<file path="src/rtl/clock_divider_pkg.sv">
// Shared helpers for clock_divider: derives the period and counter width
// from the clock frequency and requested output period.
package clock_divider_pkg;

  function automatic int calc_period(input int mhz, input int us);
    return mhz * us;
  endfunction

  function automatic int calc_cw(input int period);
    int cw;
    cw = $clog2(period);
    return (cw < 1) ? 1 : cw;
  endfunction

endpackage

</file>
<file path="src/rtl/clock_divider.sv">
// Microsecond timebase: registered square wave of period US_DELAY us.
// Optional one-cycle TICK strobe on each rising edge of out with CLOCK_DIVIDER_TICK_EN.
module clock_divider
  import clock_divider_pkg::*;
#(
  parameter int CLOCK_SPEED_MHZ = 12,
  parameter int US_DELAY        = 2
) (
  input  logic CLK,
  input  logic RESET,
  output logic out
`ifdef CLOCK_DIVIDER_TICK_EN
  ,
  output logic TICK
`endif
);

  localparam int PERIOD = calc_period(CLOCK_SPEED_MHZ, US_DELAY);
  localparam int HIGH   = PERIOD / 2;
  localparam int LOW    = PERIOD - HIGH;
  localparam int CW     = calc_cw(PERIOD);

  if (PERIOD < 2) begin : g_period_check
    $error("clock_divider: PERIOD must be at least 2");
  end

  logic [CW-1:0] count;
  logic [CW-1:0] count_nxt;

  always_comb begin
    count_nxt = count + CW'(1);
    if (count == CW'(PERIOD - 1)) begin
      count_nxt = '0;
    end
  end

  // out is decoded from count_nxt so the flop lands on the same edge as count.
  always_ff @(posedge CLK or posedge RESET) begin
    if (RESET) begin
      count <= '0;
      out   <= 1'b0;
    end else begin
      count <= count_nxt;
      out   <= (count_nxt >= CW'(LOW));
    end
  end

`ifdef CLOCK_DIVIDER_TICK_EN
  always_ff @(posedge CLK or posedge RESET) begin
    if (RESET) begin
      TICK <= 1'b0;
    end else begin
      TICK <= (count_nxt == CW'(LOW));
    end
  end
`endif

endmodule

</file>
<file path="config.mk">
export PLATFORM = sky130hd
export DESIGN_NAME = clock_divider
export DESIGN_NICKNAME = d
export VERILOG_FILES = /design/src/rtl/clock_divider_pkg.sv /design/src/rtl/clock_divider.sv
export SDC_FILE = /design/constraint.sdc
export NUM_CORES = 1
export LEC_CHECK = 0
export BUFFER_PORTS_ARGS = -buffer_cell sky130_fd_sc_hd__buf_2
export CAP_MARGIN = 20
export CORE_AREA = 2 2 39 41
export DETAILED_ROUTE_END_ITERATION = 8
export DIE_AREA = 0 0 41 43
export HOLD_SLACK_MARGIN = 0.12
export SLEW_MARGIN = 15
export SYNTH_ARGS = -nofsm -noshare
export SYNTH_HDL_FRONTEND = slang
export SYNTH_SLANG_ARGS = --single-unit
</file>
<file path="constraint.sdc">
create_clock -name CLK -period 1.2 [get_ports CLK]
set_clock_uncertainty 0.05 [all_clocks]
set_input_delay 0.18 -clock CLK [delete_from_list [all_inputs] [get_ports CLK]]
set_output_delay 0.18 -clock CLK [all_outputs]
set_load 0.02 [all_outputs]
</file>
After elaboration in Yosys (flattened, before gate mapping)
Index checks and enable logic that the tools add are counted.

word-level totals
  output and inout bits = 1
  flip-flop bits (word level) = 6
  word-level logic and storage cells = 6

operators by class
  order comparisons = 1
  equality and inequality tests = 1
  multiplexer cells = 1
  $add $sub $neg = 1

operators by type and width
  kind                 count
  $add 5x1->5 const B  1
  $eq 5x5->1 const B   1
  $ge 5x4->1 const B   1
  $mux 5               1

Longest topological paths before layout
Gate-level depths: netlist (run 1).

  depth in word-level cells = 3
  gate-level depth with buffers = 4

Worst setup path after synthesis (run 1)
No wires, ideal clock.

  path kind = flip-flop to flip-flop
  start = register count[0]
  end = register out
  stages on the path, launching flop included = 5
  slack = 0.121 ns
  arrival = 0.893 ns
  clock period less this slack = 1.079 ns
  path through = dfrtp_1 ha_1 nand2_1 nand2_1 o311ai_2

on the way
  word-level cells in the longest chain between the ends = 3
  elaborated cells on any way between the ends = 4

ends and longest elaborated chain
  item                                              line                                      source
  start, declared                                   clock_divider.sv:27                       logic [CW-1:0] count;
  start signal, assigned                            clock_divider.sv:43                       count <= count_nxt;
  $add 5x1->5 / $eq 5x5->1 (equally long branches)  clock_divider.sv:31, clock_divider.sv:32
  $mux 5 *                                          clock_divider.sv:32                       if (count == CW'(PERIOD - 1)) begin
  $ge 5x4->1 *                                      clock_divider.sv:44                       out <= (count_nxt >= CW'(LOW));
  end signal, assigned                              clock_divider.sv:44
  end, declared                                     clock_divider.sv:11                       output logic out

Mark *: on every way between the ends. The rest lies on a longest branch, timed or not.

Worst setup path in the final report (run 1)
  start = register count[1]
  end = register out

Same word-level chain as after synthesis.

==> impl_results.md, run 1 <==
- DRC Markers: 0
- Peak supply drop: between 0.5 and 0.6 mV
- Initial antenna violation count: 0
- Layout fillers: 143
- WS Path Type: flop to flop
- Clock Latency Late Sink: 0.24 ns
- Total number of vias: 189
- Pre-antenna DRT Iters: 4
- Minimum clock period: 1.08 ns
- Critical path fanouts, max: 6
- Mapped Cells: 25
- Yosys Warn Count: 0
- Cts bufs inserted: 3
- WP data required: approximately 1.3 ns
- Synth-to-Final Area Change: 26.0%
- Worst slew pin tran: 0.239 ns
- Final setup fails: 0
- Fin. Hold Viols: 0
- DRT iter0 DRCs: 2
- Gr ovfl total: 0
- H-tree levels: 1
- Synth unique cells: 14
- Clk buf depth: 2
- Post-Syn Area: 279 um2
- CTS root buffer: clkbuf_4
- Die Height: 43 um
- Syn Nets: 29
- Core area: 1380 um2
- Vias per std cell: 3.94
- Die area: 1760 um2
- Starting Density: approximately 20%
- Syn_area_per_cell: 11.2 um2
- PortBufs: 2
- Nets@finish: 38
- Post-placement cell count: 44
- MaxCap Viol Count: 0
- Routed Wire Length: 452 um
- PD cells: about 1100 nW/um2
- Seq cells post-synth: 6
- Share of cells above drive strength 1: 28.1%
- Die X: 41 um
- GRT Util Overall: ~7.4%
- CP Capture Type: flop
- Placer Congestion: 0.709
- Num ports: 3
- Largest net degree at the start of global routing: 7
- DR WL/cell: 9.42 um
- Non-filler cells, final: 48
- CTS tree: yes
- RSZ-0062 raised after global routing: false
- Post-place setup slack: 0.0633 ns
- Hpwl dp: 311 um
- Final hold slack: 0.341 ns
- Antenna diode count: 0
- Fmax: about 0.9 GHz
- Vias in the first global route: 167
- Row count: 14
- Final worst slack: 0.116 ns
- Worst path arrival time: 1.15 ns
- CTS Sinks: 6
- Slew HR: 84.1%
- Hold Crit Class: input pin to asynchronous set/reset pin
- Seq/Total Area, Yosys: 53.8%
- Clock-pin slew on the worst setup and hold paths: 0.05 ns
- Post-Route Setup TNS: 0 ns
- Final ANT Viol Nets: 0
- Outcome: finished, final reports clean
- Static leakage: 0.161 nW
- Post-CTS Setup Bufs: 0
- Final Max Tran Viols: 0
- Crit path launch type: flop
- Final Cycle Share: 90.3%
- First-pass GRT wire length: 759 um
placed cells by master, fill, tap and decap left out:
cell and count:
dlygate4sd3_1 1, xnor2_1 1, buf_4 1, clkbuf_4 3
inv_2 1, a41oi_1 1, a21oi_1 1, nand3b_1 1
xor2_1 1, nand2b_1 1, dfrtp_1 6, and3_1 1
inv_1 2, o311ai_2 1, buf_2 2, ha_2 1
ha_1 1, nand2_1 4, o21ai_0 2
critical path, stage by stage, from the launching register on:
cell      delay (ns)
dfrtp_1         0.38
ha_2            0.27
nand2_1         0.08
nand2_1         0.10
o311ai_2        0.09
cell usage after synthesis:
master / n / area (um2)
dfrtp_1: 6 / 150
a21oi_1: 1 / 5.00
nand2_1: 4 / 15.0
xor2_1: 1 / 8.76
o21ai_0: 2 / 10.0
ha_1: 2 / 25.0
o311ai_2: 1 / 16.3
inv_2: 1 / 3.75
xnor2_1: 1 / 8.76
nand3b_1: 1 / 7.51
a41oi_1: 1 / 8.76
and3_1: 1 / 6.26
inv_1: 2 / 7.51
nand2b_1: 1 / 6.26
per-layer routing:
layer | wire length [um] | global-route usage, %
met5 | 0 | 0
met4 | 0 | 4.00
met3 | 44 | 7.85
met2 | 178 | 6.56
met1 | 230 | 10.3
state kept, by name, summed over array words and instances, names as in the netlist:
name	cells
out	1
count	5
power breakdown:
part	total (mW)	internal (mW)	switching (mW)
clock network	0.184	0.113	0.0713
registers	0.203	0.203	0
logic	0.00806	0.00348	0.00458
total	0.395	0.320	0.0759
area by class of cell:
class	count	area [um2]	area share [%]
timing repair buffer	4	27.5	7.83
clock buffer	3	22.5	6.41
multi-input combinational	16	120	34.2
sequential	6	150	42.7
inverter	3	11.3	3.20
tap	16	20.0	5.69
cell families (layout without fill, tap and decap cells):
kind of cell	count (synthesis)	in the layout	synth area share, %
XOR/XNOR	2	2	6.28
AO/OA/AOI/OAI	5	5	14.4
buffers and inverters	3	10	4.04
adder cells (fa/ha/maj)	2	2	8.97
AND/OR/NAND/NOR	7	7	12.6
flip-flops	6	6	53.8
metrics by stage:
step,cell area (um2),util [%],power [mW]
floorplan,279,-,0.209
detailed placement,317,22.9,0.212
global route,352,25.4,0.416
CTS,349,25.2,0.408
global placement,317,22.9,0.212
finish,352,25.4,0.395
timing repair:
action | in CTS | in global routing
hold endpoints to repair | 6 | 0
resized for setup | 0 | 1
hold buffers | 1 | 0
setup endpoints to repair | 0 | 3
final timing paths:
path,cells after the start,endpoint,slack (ns),start
hold reg to reg,1,count[2],0.49,count[2]
max in group asynchronous,3,count[0],0.56,RESET
min in group CLK,1,count[2],0.49,count[2]
setup reg to reg,4,out,0.12,count[1]
hold / removal,3,count[3],0.34,RESET
setup / recovery,4,out,0.12,count[1]
Power figures use the tool's default switching activity.
==> inputs of run 2 (changes only) <==
--- a/config.mk
+++ b/config.mk
@@ -11,6 +11,7 @@
 export DETAILED_ROUTE_END_ITERATION = 8
 export DIE_AREA = 0 0 41 43
 export HOLD_SLACK_MARGIN = 0.12
+export PLACE_DENSITY = 0.45
 export SLEW_MARGIN = 15
 export SYNTH_ARGS = -nofsm -noshare
 export SYNTH_HDL_FRONTEND = slang
==> run 2 against run 1 <==
Compared with the run above:
- fmax down 1.8%
- worst hold slack got worse by 0.0033 ns
- non-clock buffer count is 1 lower
- sequential power hardly changed
- setup slack got worse by 0.019 ns
- core utilization decreased by 0.54 points
==> impl_results.md, run 2 (synthesis gave the netlist of run 1 again) <==
- Max FFs per register: 5
- Share of cells above drive strength 1: approximately a quarter
- Area after DPL: 309 um2
- Biggest regs: count x5, out x1
- Layout fillers: 144
- Minimum clock period: 1.10 ns
- RSZ-0062 raised after global routing: false
- Post-placement cell count: 43
- Final setup fails: 0
- CTS root buffer: clkbuf_4
- Slew HR: 85.0%
- Met3 usage: 7.85%
- Final worst slack: 0.0965 ns
- Hpwl dp: 289 um
- First-pass GRT wire length: 600 um
- Critical path's largest stage delay: around 0.4 ns
- Total number of vias: 182
- Grt met1 use: 6.60%
- Most frequent cells in the layout: dfrtp_1 (6), nand2_1 (4), clkbuf_4 (3)
- Cts bufs inserted: 3
- Power, Total: 0.391 mW
- CTS tree: yes
- Final Max Tran Viols: 0
- Worst path arrival time: 1.17 ns
- DRT iter0 DRCs: 5
- Hold Crit Class: input pin to asynchronous set/reset pin
- H-tree levels: 1
- Static leakage: 0.157 nW
- Final Cycle Share: 92.0%
- Die area: 1760 um2
- WP data required: 1.26 ns
- Antenna diode count: 0
- Starting Density: about a fifth
- CP cell instances: ha_2 > nand2_1 > nand2_1 > o311ai_2
- Largest net degree at the start of global routing: 7
- Vias in the first global route: 147
- Top Usage Layer GRT: met3
- Pre-antenna DRT Iters: 4
- Commonest non-fill, non-tap cell in the layout: dfrtp_1
- Post-Route Setup TNS: 0 ns
- Die Height: between 40 and 50 um
- MaxCap Viol Count: 0
- Routed Wire Length: 384 um
- GRT Util Overall: 5.67%
- Placer Congestion: about 0.66
- Worst slew pin tran: approximately 0.22 ns
- Die X: 41 um
- Met2 Use GR: 6.56%
- Non-filler cells, final: 47
- Row count: 14
- Clock-pin slew on the worst setup and hold paths: 0.05 ns
- Post-place setup slack: 0.0394 ns
- Gr ovfl total: 0
- Core area: 1380 um2
- Fin area: 344 um2
- PortBufs: 2
- Synth-to-Final Area Change: 23.3%
- Outcome: finished, final reports clean
- WS Path Type: flop to flop
- Fin. Hold Viols: 0
- Fmax: 0.906 GHz
- DRC Markers: 0
- CTS Sinks: 6
- Critical path fanouts, max: 6
- Num ports: 3
- Top reg by flops: count
- Nets@finish: 37
- Clock Latency Late Sink: 0.24 ns
- Worst r2r path cells: 4
- Peak supply drop: 0.544 mV
- Initial antenna violation count: 0
- DR WL/cell: between 8 and 9 um
- Clk buf depth: 2
- PD cells: 1140 nW/um2
- Vias per std cell: approximately 3.9
- CP Capture Type: flop
- Final ANT Viol Nets: 0
- Slowest stage cell on the critical path: dfrtp_1
- Crit path launch type: flop
- Most used cell, CP: nand2_1
run 2: cell count changes in the layout (fill, tap and decap cells not counted), sizes merged:
| cell | before | now |
|---|---|---|
| buf | 3 | 2 |
run 2: final cells by class:
| cell class | count | area, um2 | share of cell area [%] |
|---|---|---|---|
| flip-flops and latches | 6 | 150 | 43.6 |
| repair buffers | 3 | 20.0 | 5.82 |
| multi-input cells | 16 | 120 | 34.9 |
| inverters | 3 | 11.3 | 3.27 |
| well taps | 16 | 20.0 | 5.82 |
| clock buffers | 3 | 22.5 | 6.55 |
run 2: what timing repair did:
item,CTS,global route
buffers inserted,0,0
hold buffers,1,0
gates resized for setup,0,1
setup endpoints to repair,0,3
hold endpoints to repair,6,0
run 2: worst paths after layout:
| kind | slack (ns) | to | start |
|---|---|---|---|
| min | 0.34 | count[4] | RESET |
| min reg2reg | 0.47 | count[0] | count[0] |
| max reg2reg | 0.1 | out | count[0] |
| max | 0.1 | out | count[0] |
| max in group asynchronous | 0.57 | count[2] | RESET |
| min in group CLK | 0.47 | count[0] | count[0] |
run 2: critical path, delay by kind of cell, from the launching register on:
kind            cells  cell delay, ns
flops               1            0.40
compound gates      1            0.09
simple gates        2            0.17
fa+ha+maj           1            0.27
run 2: routing by layer:
metal,wire (um),share of wire (%)
met5,0,0
met4,0,0
met1,197,51
met3,31,8.1
met2,155,40
run 2: metrics by stage:
step,hold WS (ns),utilization (%)
finish,0.338,24.9
global placement,0.0499,22.3
floorplan,-0.0790,-
global route,0.372,24.9
CTS,0.344,24.7
detailed placement,0.0541,22.3
run 2: where the power goes:
part	internal, mW	leakage (nW)	switching [mW]	total [mW]
clock	0.113	0.0138	0.0670	0.180
sequential	0.203	0.0798	0	0.203
combinational	0.00348	0.0635	0.00434	0.00782
total	0.319	0.157	0.0714	0.391
==> inputs of run 3 (changes only) <==
--- a/config.mk
+++ b/config.mk
@@ -7,11 +7,13 @@
 export LEC_CHECK = 0
 export BUFFER_PORTS_ARGS = -buffer_cell sky130_fd_sc_hd__buf_2
 export CAP_MARGIN = 20
+export CELL_PAD_IN_SITES_DETAIL_PLACEMENT = 1
+export CELL_PAD_IN_SITES_GLOBAL_PLACEMENT = 2
 export CORE_AREA = 2 2 39 41
 export DETAILED_ROUTE_END_ITERATION = 8
 export DIE_AREA = 0 0 41 43
 export HOLD_SLACK_MARGIN = 0.12
-export PLACE_DENSITY = 0.45
+export PLACE_DENSITY = 0.57
 export SLEW_MARGIN = 15
 export SYNTH_ARGS = -nofsm -noshare
 export SYNTH_HDL_FRONTEND = slang
==> run 3 against run 2 <==
Compared with the run above:
- setup slack better by 0.028 ns
- die area unchanged
- sequential power about the same
- critical path depth unchanged
- total power up 4.5%
- count of clock-buffer cells in the layout unchanged
- core utilization up 1.1 points
- final area up 4.4%
- fmax up 2.6%
- combinational power up 6.0%
- non-clock buffer count up 2
- critical path type unchanged
- critical endpoint unchanged
- largest cell class unchanged
==> impl_results.md, run 3 (synthesis gave the netlist of run 1 again) <==
- Worst r2r path cells: 4
- Critical path fanouts, max: 6
- Worst R2R Start: count[1]
- Clock-pin slew on the worst setup and hold paths: about 0.050 ns
- DRC Markers: 0
- Area after DPL: 324 um2
- Post-CTS Setup Bufs: 0
- CTS Sinks: 6
- Clock Power Share: 48.3%
- WS Path Type: flop to flop
- Share of power burned in registers: about 50%
- Most frequent cells in the layout: dfrtp_1 (6), nand2_1 (4), clkbuf_4 (3)
- Layout fillers: 159
- MaxCap Viol Count: 0
- Clock Latency Late Sink: 0.25 ns
- Static leakage: 0.167 nW
- Worst slew pin tran: 0.250 ns
- Commonest non-fill, non-tap cell in the layout: dfrtp_1
- Antenna diode count: 0
- Synth-to-Final Area Change: 28.7%
- DRT iter0 DRCs: 2
- Slew HR: 83.3%
- Final Cycle Share: around 90%
- Vias in the first global route: 213
- Row count: 14
- Num ports: 3
- Max FFs per register: 5
- NetSw: 0.0880 mW
- Nets@finish: 39
- Non-filler cells, final: 49
- Placer Congestion: 0.749
- Share of cells above drive strength 1: 30.3%
- Gr ovfl total: 0
- Peak supply drop: approximately 0.41 mV
- Routed Wire Length: approximately 560 um
- Cts bufs inserted: 3
- Post-placement cell count: 45
- CTS tree: yes
- Crit path launch type: flop
- PortBufs: 2
- FF-to-FF End: out
- Hpwl dp: 378 um
- RSZ-0062 raised after global routing: false
- Clk buf depth: 2
- Minimum clock period: 1.08 ns
- Fmax: slightly above 0.9 GHz
- WP data required: 1.28 ns
- CP Capture Type: flop
- CTS root buffer: clkbuf_4
- Core area: approximately 1400 um2
- Pre-antenna DRT Iters: 2
- Fin area: 359 um2
- Initial antenna violation count: 0
- R2R Setup Slk: 0.12 ns
- Final ANT Viol Nets: 0
- Fin. Hold Viols: 0
- DR WL/cell: 11.4 um
- Sw frac: between 20 and 25%
- GRT Util Overall: under 10%
- First-pass GRT wire length: ~930 um
- Largest net degree at the start of global routing: 7
- H-tree levels: 1
- Cell Int Power: 0.320 mW
- Final setup fails: 0
- Outcome: finished, final reports clean
- Combinational share of power: 2.0%
- Worst path arrival time: 1.15 ns
- Final Max Tran Viols: 0
- Top reg by flops: count
- PD cells: approximately 1100 nW/um2
- Die Height: roughly 43 um
- Biggest regs: count x5, out x1
- Hold Crit Class: input pin to asynchronous set/reset pin
- Starting Density: 20.2%
- Die area: around 1800 um2
- Core Util, Final: about a quarter
- Vias per std cell: roughly 4.4
- Total number of vias: 218
- Die X: 41 um
- Post-Route Setup TNS: 0 ns
==> run 3: cell type report <==
class / instances / area, um2 / area share (%)
sequential: 6 / 150 / 41.8
multi-input combinational: 16 / 120 / 33.4
inverter: 3 / 11.3 / 3.14
clock buffer: 3 / 22.5 / 6.27
timing repair buffer: 5 / 35.0 / 9.76
tap: 16 / 20.0 / 5.57
==> run 3: layer usage <==
metal | part of all wire [%] | routed length (um) | vias up | GRT usage (%)
met5 | 0 | 0 | - | 0
met3 | 4.8 | 27 | 4 | 4.71
met1 | 43 | 242 | 109 | 10.5
li1 | - | - | 101 | -
met2 | 49 | 274 | 4 | 10.9
met4 | 2.9 | 16 | 0 | 10.0
==> run 3: what timing repair did <==
item | CTS | global route
hold buffers | 1 | 0
endpoints found under the setup margin | 0 | 2
gates resized for setup | 0 | 1
endpoints found under the hold margin | 6 | 0
==> run 3: through the flow <==
stage / worst slack, ns / power [mW] / hold WS [ns]
3_3_place_gp: 0.0915 / 0.212 / 0.0609
2_1_floorplan: 0.121 / 0.209 / -0.0790
6_report: 0.125 / 0.408 / 0.343
5_1_grt: 0.0371 / 0.436 / 0.368
4_1_cts: 0.0788 / 0.419 / 0.340
3_5_place_dp: 0.0880 / 0.212 / 0.0591
==> run 3: worst max-delay path by stage <==
stage          slack [ns]      from  end
2_1_floorplan        0.12  count[0]  out
3_3_place_gp         0.09  count[0]  out
3_5_place_dp         0.09  count[0]  out
4_1_cts              0.08  count[0]  out
5_1_grt              0.04  count[1]  out
6_report             0.12  count[1]  out
==> run 3: critical path: stages, from the launching register on <==
cell and delay [ns]:
dfrtp_1 0.36, ha_2 0.26, nand2_1 0.09, nand2_1 0.10
o311ai_2 0.09
==> run 3: power by group through the flow <==
| stage | Clock (mW) | Combinational [mW] | Sequential (mW) |
|---|---|---|---|
| 2_1_floorplan | 0 | 0.00323 | 0.206 |
| 3_3_place_gp | 0 | 0.00607 | 0.206 |
| 3_5_place_dp | 0 | 0.00601 | 0.206 |
| 4_1_cts | 0.207 | 0.00853 | 0.203 |
| 5_1_grt | 0.224 | 0.00969 | 0.202 |
| 6_report | 0.197 | 0.00829 | 0.203 |
